===== config.mk =====
export PLATFORM = sky130hd
export DESIGN_NAME = mem_writer
export DESIGN_NICKNAME = d
export VERILOG_FILES = /design/src/rtl/mem_writer.sv
export SDC_FILE = /design/constraint.sdc
export NUM_CORES = 1
export LEC_CHECK = 0
export BUFFER_PORTS_ARGS = -buffer_cell sky130_fd_sc_hd__buf_2
export CORE_MARGIN = 2
export CORE_UTILIZATION = 52
export CTS_BUF_LIST = sky130_fd_sc_hd__clkbuf_4 sky130_fd_sc_hd__clkbuf_8 sky130_fd_sc_hd__clkbuf_16
export DETAILED_ROUTE_END_ITERATION = 10
export PLACE_DENSITY = 0.95
export SLEW_MARGIN = 20
export SYNTH_ARGS = -nofsm -noshare
export SYNTH_HDL_FRONTEND = slang
export SYNTH_SLANG_ARGS = --single-unit

===== constraint.sdc =====
create_clock -name clk -period 6.1 [get_ports clk]
set_input_delay 1.83 -clock clk [delete_from_list [all_inputs] [get_ports clk]]
set_output_delay 1.83 -clock clk [all_outputs]
set_load 0.1 [all_outputs]

===== src/rtl/mem_writer.sv =====
// mem_writer: streams valid/ready words into mem at consecutive word addresses from a base.
// Define MEM_WRITER_VERIFY_EN to read back every word and flag mismatches on error.
module mem_writer #(
  parameter int unsigned STRIDE = 4,
  parameter int unsigned CNTW   = 16
) (
  input  logic            clk,
  input  logic            reset,
  input  logic            start,
  input  logic [31:0]     base,
  input  logic [CNTW-1:0] count,
  input  logic [31:0]     dataIn,
  input  logic            dataValid,
  output logic            dataReady,
  output logic [31:0]     address,
  output logic [31:0]     memIn,
  output logic            memRead,
  output logic            memWrite,
  input  logic [31:0]     memOut,
  output logic            busy,
  output logic            done,
  output logic [CNTW-1:0] written,
  output logic            error,
  output logic [2:0]      dbg_state
);

  // Handshake: a word moves on a rising edge where dataValid and dataReady are both 1.
  // dataReady is registered and only high in ACCEPT; dataValid may rise at any time.
  typedef enum logic [2:0] {
    S_IDLE   = 3'd0,
    S_ACCEPT = 3'd1,
    S_WRITE  = 3'd2,
    S_CHECK  = 3'd3,
    S_DONE   = 3'd4
  } state_t;

  localparam logic [31:0] STEP = 32'(STRIDE);

  state_t          state_q, state_d;
  logic [31:0]     address_q, address_d;
  logic [31:0]     mem_in_q, mem_in_d;
  logic [CNTW-1:0] remaining_q, remaining_d;
  logic [CNTW-1:0] written_q, written_d;
  logic            ready_q, ready_d;
  logic            mem_read_q, mem_read_d;
  logic            mem_write_q, mem_write_d;
  logic            busy_q, busy_d;
  logic            done_q, done_d;
  logic            error_q, error_d;
  logic            step_end, step_last;

`ifndef MEM_WRITER_VERIFY_EN
  logic mem_out_unused;
  assign mem_out_unused = ^memOut;
`endif

  always_comb begin
    state_d     = state_q;
    address_d   = address_q;
    mem_in_d    = mem_in_q;
    remaining_d = remaining_q;
    written_d   = written_q;
    ready_d     = ready_q;
    mem_read_d  = 1'b0;
    mem_write_d = 1'b0;
    busy_d      = busy_q;
    done_d      = 1'b0;
    error_d     = error_q;
    step_end    = 1'b0;
    step_last   = 1'b0;

    case (state_q)
      S_IDLE: begin
        if (start) begin
          if (count != '0) begin
            address_d   = {base[31:2], 2'b00};
            remaining_d = count;
            written_d   = '0;
            error_d     = 1'b0;
            busy_d      = 1'b1;
            ready_d     = 1'b1;
            state_d     = S_ACCEPT;
          end else begin
            done_d = 1'b1;
          end
        end
      end
      S_ACCEPT: begin
        if (dataValid && ready_q) begin
          mem_in_d    = dataIn;
          mem_write_d = 1'b1;
          ready_d     = 1'b0;
          state_d     = S_WRITE;
        end
      end
      S_WRITE: begin
        written_d   = written_q + CNTW'(1);
        remaining_d = remaining_q - CNTW'(1);
`ifdef MEM_WRITER_VERIFY_EN
        mem_read_d  = 1'b1;
        state_d     = S_CHECK;
`else
        step_end    = 1'b1;
        step_last   = (remaining_q == CNTW'(1));
`endif
      end
`ifdef MEM_WRITER_VERIFY_EN
      S_CHECK: begin
        // remaining was already decremented in WRITE, so zero means this was the last word
        if (memOut != mem_in_q) error_d = 1'b1;
        step_end  = 1'b1;
        step_last = (remaining_q == '0);
      end
`endif
      S_DONE: begin
        state_d = S_IDLE;
      end
      default: begin
        state_d = S_IDLE;
      end
    endcase

    if (step_end) begin
      if (step_last) begin
        state_d = S_DONE;
        busy_d  = 1'b0;
        done_d  = 1'b1;
      end else begin
        address_d = address_q + STEP;
        ready_d   = 1'b1;
        state_d   = S_ACCEPT;
      end
    end
  end

  always_ff @(posedge clk) begin
    if (reset) begin
      state_q     <= S_IDLE;
      address_q   <= '0;
      mem_in_q    <= '0;
      remaining_q <= '0;
      written_q   <= '0;
      ready_q     <= 1'b0;
      mem_read_q  <= 1'b0;
      mem_write_q <= 1'b0;
      busy_q      <= 1'b0;
      done_q      <= 1'b0;
      error_q     <= 1'b0;
    end else begin
      state_q     <= state_d;
      address_q   <= address_d;
      mem_in_q    <= mem_in_d;
      remaining_q <= remaining_d;
      written_q   <= written_d;
      ready_q     <= ready_d;
      mem_read_q  <= mem_read_d;
      mem_write_q <= mem_write_d;
      busy_q      <= busy_d;
      done_q      <= done_d;
      error_q     <= error_d;
    end
  end

  assign dataReady = ready_q;
  assign address   = address_q;
  assign memIn     = mem_in_q;
  assign memRead   = mem_read_q;
  assign memWrite  = mem_write_q;
  assign busy      = busy_q;
  assign done      = done_q;
  assign written   = written_q;
  assign error     = error_q;
  assign dbg_state = state_q;

endmodule


==> metrics.md, run 1 <==
| Metric | Value |
|---|---|
| Post-route cell area | 6020 µm² |
| Syn Inst Count | 610 |
| Die Y | 101 µm |
| Antenna Cells | 0 |
| TNS Setup | 0 ns |
| Fmax | 271 MHz |
| Post-place setup slack | 2.08 ns |
| Die ar. | 10200 µm² |
| RSZ-0062 raised after global routing | false |
| Mapped Area | 4900 µm² |
| Top Family by Delay on Critical Path | compound AO/OA/AOI/OAI gates |
| Post-synthesis register bit count | 103 |
| Setup crit end kind | flop |
| P&R area growth vs syn | 22.7% |
| Critical R2R Launch | remaining_q[1]$_SDFFE_PP0P_ |
| Core Box Area | 9200 µm² |
| Final net count | 878 |
| Hold Path End | memIn[6]$_SDFFE_PP0P_ |
| Clock Latency Late Sink | 0.35 ns |
| Crit-path cells | buf_2, nor4_1, nand4_1, a22oi_2, o21ai_0, a31oi_1 |
| Root Driver | clkbuf_8 |
| Period utilization | 0.606 |
| Row count | 35 |
| Post-synth ARST share | 0 |
| Number of max-cap violations | 0 |
| Starting DRT DRC Count | 333 |
| H-tree depth | 3 |
| Slew Limit Fails | 0 |
| Hold slack | 0.456 ns |
| Ys flop type | dfxtp_1 |
| Final hold vios | 0 |
| WL/cell | 15.3 µm |
| DRC | 0 |
| Placed Area | 5750 µm² |
| EDFF count, synth | 0 |
| TritonCTS clock tree | yes |
| Critical-path top delay cell | a22oi_2 |
| Clk sinks | 103 |
| Starting density of the core | 0.533 |
| Layout cells sized above 1 | 0.278 |
| Crit-path max FO | 15 |
| FF/Latch Area | 2060 µm² |
| Worst Setup Path Type | in -> reg |
| Die width | 101 µm |
| Syn_area_per_cell | 8.04 µm² |
| Worst Path Arrival | 3.97 ns |
| Worst setup SP type | input pin |
| Final WL | 13300 µm |
| PnR worst setup slack | 2.41 ns |
| Largest cells by area after synthesis | dfxtp_1, nand2_1, a21oi_1, nor2_1, nand3_1 |
| Seq/Total Area, Yosys | 0.421 |
| Status | finished clean |
| HPWL Detailed | 9240 µm |
| Post-DRT Antenna Nets | 0 |
| Worst Max-Slew Pin Slew | 1.07 ns |
| Post-DR vias/cell | 5.86 |
| CP bufs+invs | 1 |
| Worst Path Required | 6.37 ns |
| GRT Resource Usage Total | 0.248 |
| Normalized max-slew margin | 0.287 |
| Clock buffer depth | 2 |
| Post-CTS Setup Inserts | 0 |
| Share of the synthesized area in the top cell type | 0.421 |
| Min Tclk post-route | 3.69 ns |
| Hold path start | memIn[6]$_SDFFE_PP0P_ |
| Post-Route Skew | 0.00909 ns |
| GR Overflow Total | 0 |
| Worst min path class | reg -> reg |
| Power Dens Cells | 266 nW/µm² |
| Hold Path Cell Cnt | 2 |
| Yosys warnings | 0 |
| First-pass GRT wire length | 20700 µm |
| CTS buffer count | 9 |
| Worst-path clk slew | 0.10 ns |
| PortBufs | 168 |
| VDD IR max | 0.191 mV |
| Reg2reg end | address[13]$_SDFF_PP0_ |
| Multi-input gate area | 2640 µm² |
| CTS resizes | 0 |
| Worst R2R Setup Slack | 3.61 ns |
| Area leader, netlist | dfxtp_1 |
| Yosys cell types | 62 |
| R2r worst-path depth | 7 |
| Final setup viols | 0 |
| Fillers | 800 |
| Vias | 5112 |
| Worst path max stage delay | 0.77 ns |
| Pin count of the biggest net entering global routing | 84 |
| Tot Pwr | 1.60 mW |
| Drt pass-1 iters | 5 |
| Initial antenna violation count | 0 |
| Cts hold-fix bufs | 0 |
| Static leakage | 2.46 nW |
| Top-Level Pins | 205 |
| Global placement routability congestion | 0.880 |
| Vias in the first global route | 4352 |
## flip-flops by register name, summed over array words and instances, names as in the netlist
signal	flops
address	32
remaining_q	16
done	1
dataReady	1
memIn	32
written	16
dbg_state	3
memWrite	1
busy	1
## per-stage QoR
stage | util | std cells
floorplan | - | 611
global placement | 0.625 | 858
detailed placement | 0.625 | 858
CTS | 0.654 | 873
global route | 0.654 | 873
finish | 0.654 | 873
## area by class of cell
cell class,count,area share
Clock inverter,5,0.0214
Sequential cell,103,0.343
Clock buffer,10,0.0229
Timing Repair Buffer,172,0.145
Multi-Input combinational cell,463,0.439
Inverter,9,0.00562
Tap cell,111,0.0231
## how the worst max path moves through the flow
stage	start	to	slack, ns	cells after the start
2_1_floorplan	count[3]	address[14]$_SDFF_PP0_	2.82	6
3_3_place_gp	count[3]	address[10]$_SDFF_PP0_	2.05	6
3_5_place_dp	count[3]	address[10]$_SDFF_PP0_	2.08	6
4_1_cts	count[3]	address[10]$_SDFF_PP0_	2.43	6
5_1_grt	count[6]	address[10]$_SDFF_PP0_	2.22	6
6_report	count[3]	address[10]$_SDFF_PP0_	2.41	6
## cell families after synthesis
family / Yosys count / share of synthesized area
xor gates and xnor gates: 6 / 0.0107
and+or+nand+nor: 284 / 0.302
DFF: 103 / 0.421
AOI/OAI and AO/OA: 167 / 0.214
buffers and inverters: 45 / 0.0424
other: 1 / 0.000765
adders and majority gates: 4 / 0.0102
## cells in the mapped netlist (all sizes together), types with 2 or more instances
library cell,number
clkbuf,20
nor4b,2
a221oi,3
nand2,118
a31oi,15
nand4,19
xnor2,3
xor2,3
and3,8
nor3,20
a21oi,75
o311ai,4
ha,4
or3,16
inv,9
or4b,2
o31a,4
a2bb2oi,5
nor4,12
nor3b,4
buf,16
dfxtp,103
o22ai,7
nor2,38
a21boi,2
a32oi,5
or4,7
o211ai,9
a311oi,3
a22oi,3
and4,5
o21ai,20
o31ai,4
o211a,2
nand3,27
or2,3
## report_power, final
group | internal [mW] | switching (mW)
registers | 0.700 | 0.0336
logic | 0.0739 | 0.242
clock network | 0.325 | 0.228
total | 1.10 | 0.504
## per-layer routing
layer	wire, µm	up-vias	part of all wire	global-route usage
met4	288	0	0.022	0.0904
met5	0	-	0	0
met1	5870	2326	0.44	0.339
li1	-	2532	-	-
met2	6180	227	0.46	0.387
met3	990	27	0.074	0.0513
## worst reg2reg max path, cell delays in order, from the launching register on
cell and delay (ns):
dfxtp_1 0.40, inv_1 0.08, ha_1 0.20, nor4b_2 0.18, and4_1 0.33, nor2_1 0.80
a311oi_1 0.22, nor3_1 0.21
## cells in the final DEF (no fill, tap or decap), types with 4 or more instances in the layout
master / netlist / routed
a31oi_1: 15 / 15
nand3_1: 25 / 25
o31ai_1: 4 / 4
o31a_1: 4 / 4
clkbuf_8: 0 / 10
nand4_1: 16 / 16
buf_4: 5 / 4
nand2_1: 118 / 118
and4_1: 5 / 5
nor3_1: 17 / 17
a32oi_1: 5 / 5
ha_1: 4 / 4
o22ai_1: 7 / 7
o21ai_0: 20 / 20
or4_1: 6 / 6
o211ai_1: 9 / 9
bufinv_16: 0 / 4
inv_1: 9 / 9
and3_1: 8 / 7
nor4_1: 10 / 10
or3_1: 16 / 16
a2bb2oi_1: 5 / 5
dfxtp_1: 103 / 103
nor2_1: 36 / 36
buf_2: 10 / 168
a21oi_1: 73 / 73
(Power assumes the default switching activity.)
==> run 2: changes to the inputs <==
--- a/config.mk
+++ b/config.mk
@@ -5,12 +5,13 @@
 export SDC_FILE = /design/constraint.sdc
 export NUM_CORES = 1
 export LEC_CHECK = 0
+export ABC_AREA = 1
 export BUFFER_PORTS_ARGS = -buffer_cell sky130_fd_sc_hd__buf_2
 export CORE_MARGIN = 2
-export CORE_UTILIZATION = 52
+export CORE_UTILIZATION = 51
 export CTS_BUF_LIST = sky130_fd_sc_hd__clkbuf_4 sky130_fd_sc_hd__clkbuf_8 sky130_fd_sc_hd__clkbuf_16
 export DETAILED_ROUTE_END_ITERATION = 10
-export PLACE_DENSITY = 0.95
+export PLACE_DENSITY = 0.9
 export SLEW_MARGIN = 20
 export SYNTH_ARGS = -nofsm -noshare
 export SYNTH_HDL_FRONTEND = slang
==> constraint.sdc (replaced) <==
create_clock -name clk -period 3.75 [get_ports clk]
set_input_delay 1.125 -clock clk [delete_from_list [all_inputs] [get_ports clk]]
set_output_delay 1.125 -clock clk [all_outputs]
set_load 0.1 [all_outputs]
==> run 2 against run 1 <==
Effect of this change:
- synthesized area is 19% higher
- cell area increased by 16%
- synthesized cell count up 49%
- via count rose by 21%
- largest power group unchanged
- highest routed layer unchanged
==> metrics.md, run 2 <==
| Metric | Value |
|---|---|
| Status | finished clean |
| Placed Area | 6660 µm² (+16%) |
| Post-CTS Setup Inserts | 0 (unchanged) |
| Root Driver | clkbuf_16 |
| Crit-path cells | buf_2, inv_1, nand3_1, nor2_1, nand2_2, nand2_4, inv_2, nand2_1, nand3_1, a21oi_1 |
| CTS buffer count | 9 (unchanged) |
| Normalized max-slew margin | 0.490 (+0.203) |
| Period utilization | 0.678 |
| Core Box Area | 11300 µm² (+23%) |
| GRT Resource Usage Total | 0.256 (+0.00799) |
| Worst path max stage delay | 0.63 ns (-0.14 ns) |
| Syn_area_per_cell | 6.42 µm² (-20%) |
| Syn Inst Count | 908 (+49%) |
| Initial antenna violation count | 0 (unchanged) |
| PortBufs | 168 (unchanged) |
| Post-synthesis register bit count | 103 (unchanged) |
| Most frequent cells after synthesis | nand2_1, inv_1, dfxtp_1, nand3_1, nor2_1 |
| H-tree depth | 3 (unchanged) |
| Post-route cell area | 6970 µm² (+16%) |
| HPWL Detailed | 11100 µm (+20%) |
| Crit path top cell by count | nand3_1 |
| Worst Setup Path Type | in -> reg |
| Most frequent cells in the layout | nand2_1, buf_2, inv_1 |
| Global placement routability congestion | 0.922 (+4.7%) |
| Drt pass-1 iters | 5 (unchanged) |
| Largest cells by area after synthesis | dfxtp_1, nand2_1, nand3_1, inv_1, a21oi_1 |
| Die width | 111 µm (+9.7%) |
| Die Y | 111 µm (+9.7%) |
| Most common cell after layout, fill and taps aside | nand2_1 |
| Starting DRT DRC Count | 462 (+39%) |
| Post-Route Skew | 0.00569 ns (-0.00340 ns) |
| Cts hold-fix bufs | 0 (unchanged) |
| Row count | 39 (+11%) |
| Top Family by Delay on Critical Path | simple AND/OR/NAND/NOR gates |
| RSZ-0062 raised after global routing | false |
| Top-Level Pins | 205 (unchanged) |
| Worst Path Required | 3.96 ns (-2.41 ns) |
| Worst min path class | reg -> reg |
| P&R area growth vs syn | 19.6% |
| Die ar. | 12300 µm² (+20%) |
| TNS Setup | 0 ns (unchanged) |
| Post-DR vias/cell | 5.15 (-12%) |
| TritonCTS clock tree | yes |
| DRC | 0 (unchanged) |
| GR Overflow Total | 0 (unchanged) |
| Vias in the first global route | 5757 (+32%) |
| VDD IR max | 0.289 mV (+51%) |
| Clock buffer depth | 2 (unchanged) |
| Worst Path Arrival | 2.76 ns (-1.21 ns) |
| Yosys warnings | 0 (unchanged) |
| Min Tclk post-route | 2.54 ns |
| Starting density of the core | 0.517 (-0.0160) |
| Final hold vios | 0 (unchanged) |
| Critical-path top delay cell | inv_2 |
| Mapped Area | 5830 µm² (+19%) |
| Inst Count DP | 1188 (+38%) |
| Worst Max-Slew Pin Slew | 0.764 ns (-0.303 ns) |
| Crit-path max FO | 42 (+27) |
| Layout cells sized above 1 | 0.218 (-0.0605) |
| Pin count of the biggest net entering global routing | 66 (-21%) |
| Number of max-cap violations | 0 (unchanged) |
| Final WL | 15500 µm (+16%) |
| Static leakage | 3.28 nW (+33%) |
| Seq/Total Area, Yosys | 0.354 (-0.0668) |
| Final setup viols | 0 (unchanged) |
| Fmax | 393 MHz |
| Share of the synthesized area in the top cell type | 0.354 (-0.0668) |
| Clk sinks | 103 (unchanged) |
| Final cell count without fillers | 1204 (+38%) |
| Yosys cell types | 37 (-40%) |
| Post-synth ARST share | 0 (unchanged) |
| Vias | 6201 (+21%) |
| Antenna Cells | 0 (unchanged) |
| Ys flop type | dfxtp_1 |
| Worst-path clk slew | 0.07 ns (-0.03 ns) |
| WL/cell | 12.9 µm (-16%) |
| Area leader, netlist | dfxtp_1 |
| First-pass GRT wire length | 26100 µm (+26%) |
| Final net count | 1176 (+34%) |
| CTS resizes | 0 (unchanged) |
| Clock Latency Late Sink | 0.35 ns (about the same) |
| Worst setup SP type | input pin |
| Post-DRT Antenna Nets | 0 (unchanged) |
| Slew Limit Fails | 0 (unchanged) |
| Power Dens Cells | 417 nW/µm² (+56%) |
| Setup crit end kind | flop |
| Most frequent cell after synthesis | nand2_1 |
| CP bufs+invs | 3 (+2) |
| EDFF count, synth | 0 (unchanged) |
==> run 2: cells by family (layout without fill, tap and decap cells) <==
| group | Yosys count | count (layout) | share of synthesized area |
|---|---|---|---|
| buffers and inverters | 168 | 320 | 0.126 |
| adders and majority gates | 4 | 4 | 0.00859 |
| xor gates and xnor gates | 8 | 8 | 0.0120 |
| other | 1 | 2 | 0.000643 |
| AOI/OAI and AO/OA | 150 | 150 | 0.137 |
| DFF | 103 | 103 | 0.354 |
| and+or+nand+nor | 474 | 474 | 0.362 |
==> run 2: cell type report <==
cell class                      count  area [µm²]
Clock buffer                       12         254
Clock inverter                      4        55.1
Fill cell                        1043        4300
Inverter                          128         480
Multi-Input combinational cell    638        3040
Sequential cell                   103        2060
Tap cell                          143         179
Timing Repair Buffer              176         901
==> run 2: metal layers <==
metal / up-vias / routed length [µm] / global-route usage
met5: - / 0 / 0
met4: 0 / 257 / 0.0858
met3: 24 / 1260 / 0.0656
met2: 227 / 7130 / 0.427
met1: 2762 / 6880 / 0.322
li1: 3188 / - / -
==> run 2: metrics by stage <==
step | hold WS, ns | setup WS (ns) | util | total power, mW
after CTS | 0.441 | 1.19 | 0.618 | 2.91
after detailed placement | 0.431 | 0.835 | 0.591 | 1.94
after floorplan | 0.461 | 1.49 | - | 1.81
after global routing | 0.461 | 1.06 | 0.618 | 3.03
final | 0.441 | 1.21 | 0.618 | 2.90
after global placement | 0.427 | 0.867 | 0.591 | 1.93
==> run 2: worst reg2reg max path: cells and delay by family, from the launching register on <==
family	cells	cell delay [ns]
buffers and inverters	4	0.98
AOI/OAI and AO/OA	3	0.45
DFF	1	0.39
and+or+nand+nor	2	0.14
==> run 2: path summary, 6_finish.rpt <==
path / startpoint / to / slack (ns) / cells after the start
setup / recovery: count[1] / address[17]$_SDFF_PP0_ / 1.21 / 10
hold / removal: memIn[25]$_SDFFE_PP0P_ / memIn[25]$_SDFFE_PP0P_ / 0.44 / 2
setup reg to reg: dbg_state[1]$_SDFFE_PP0P_ / address[3]$_SDFF_PP0_ / 1.65 / 9
hold reg to reg: memIn[25]$_SDFFE_PP0P_ / memIn[25]$_SDFFE_PP0P_ / 0.44 / 2
==> run 2: report_power, final <==
group	internal [mW]	leakage [nW]	total (mW)	switching, mW
Clock	0.554	0.150	0.983	0.429
Sequential	1.15	0.841	1.21	0.0597
Combinational	0.162	2.29	0.714	0.552
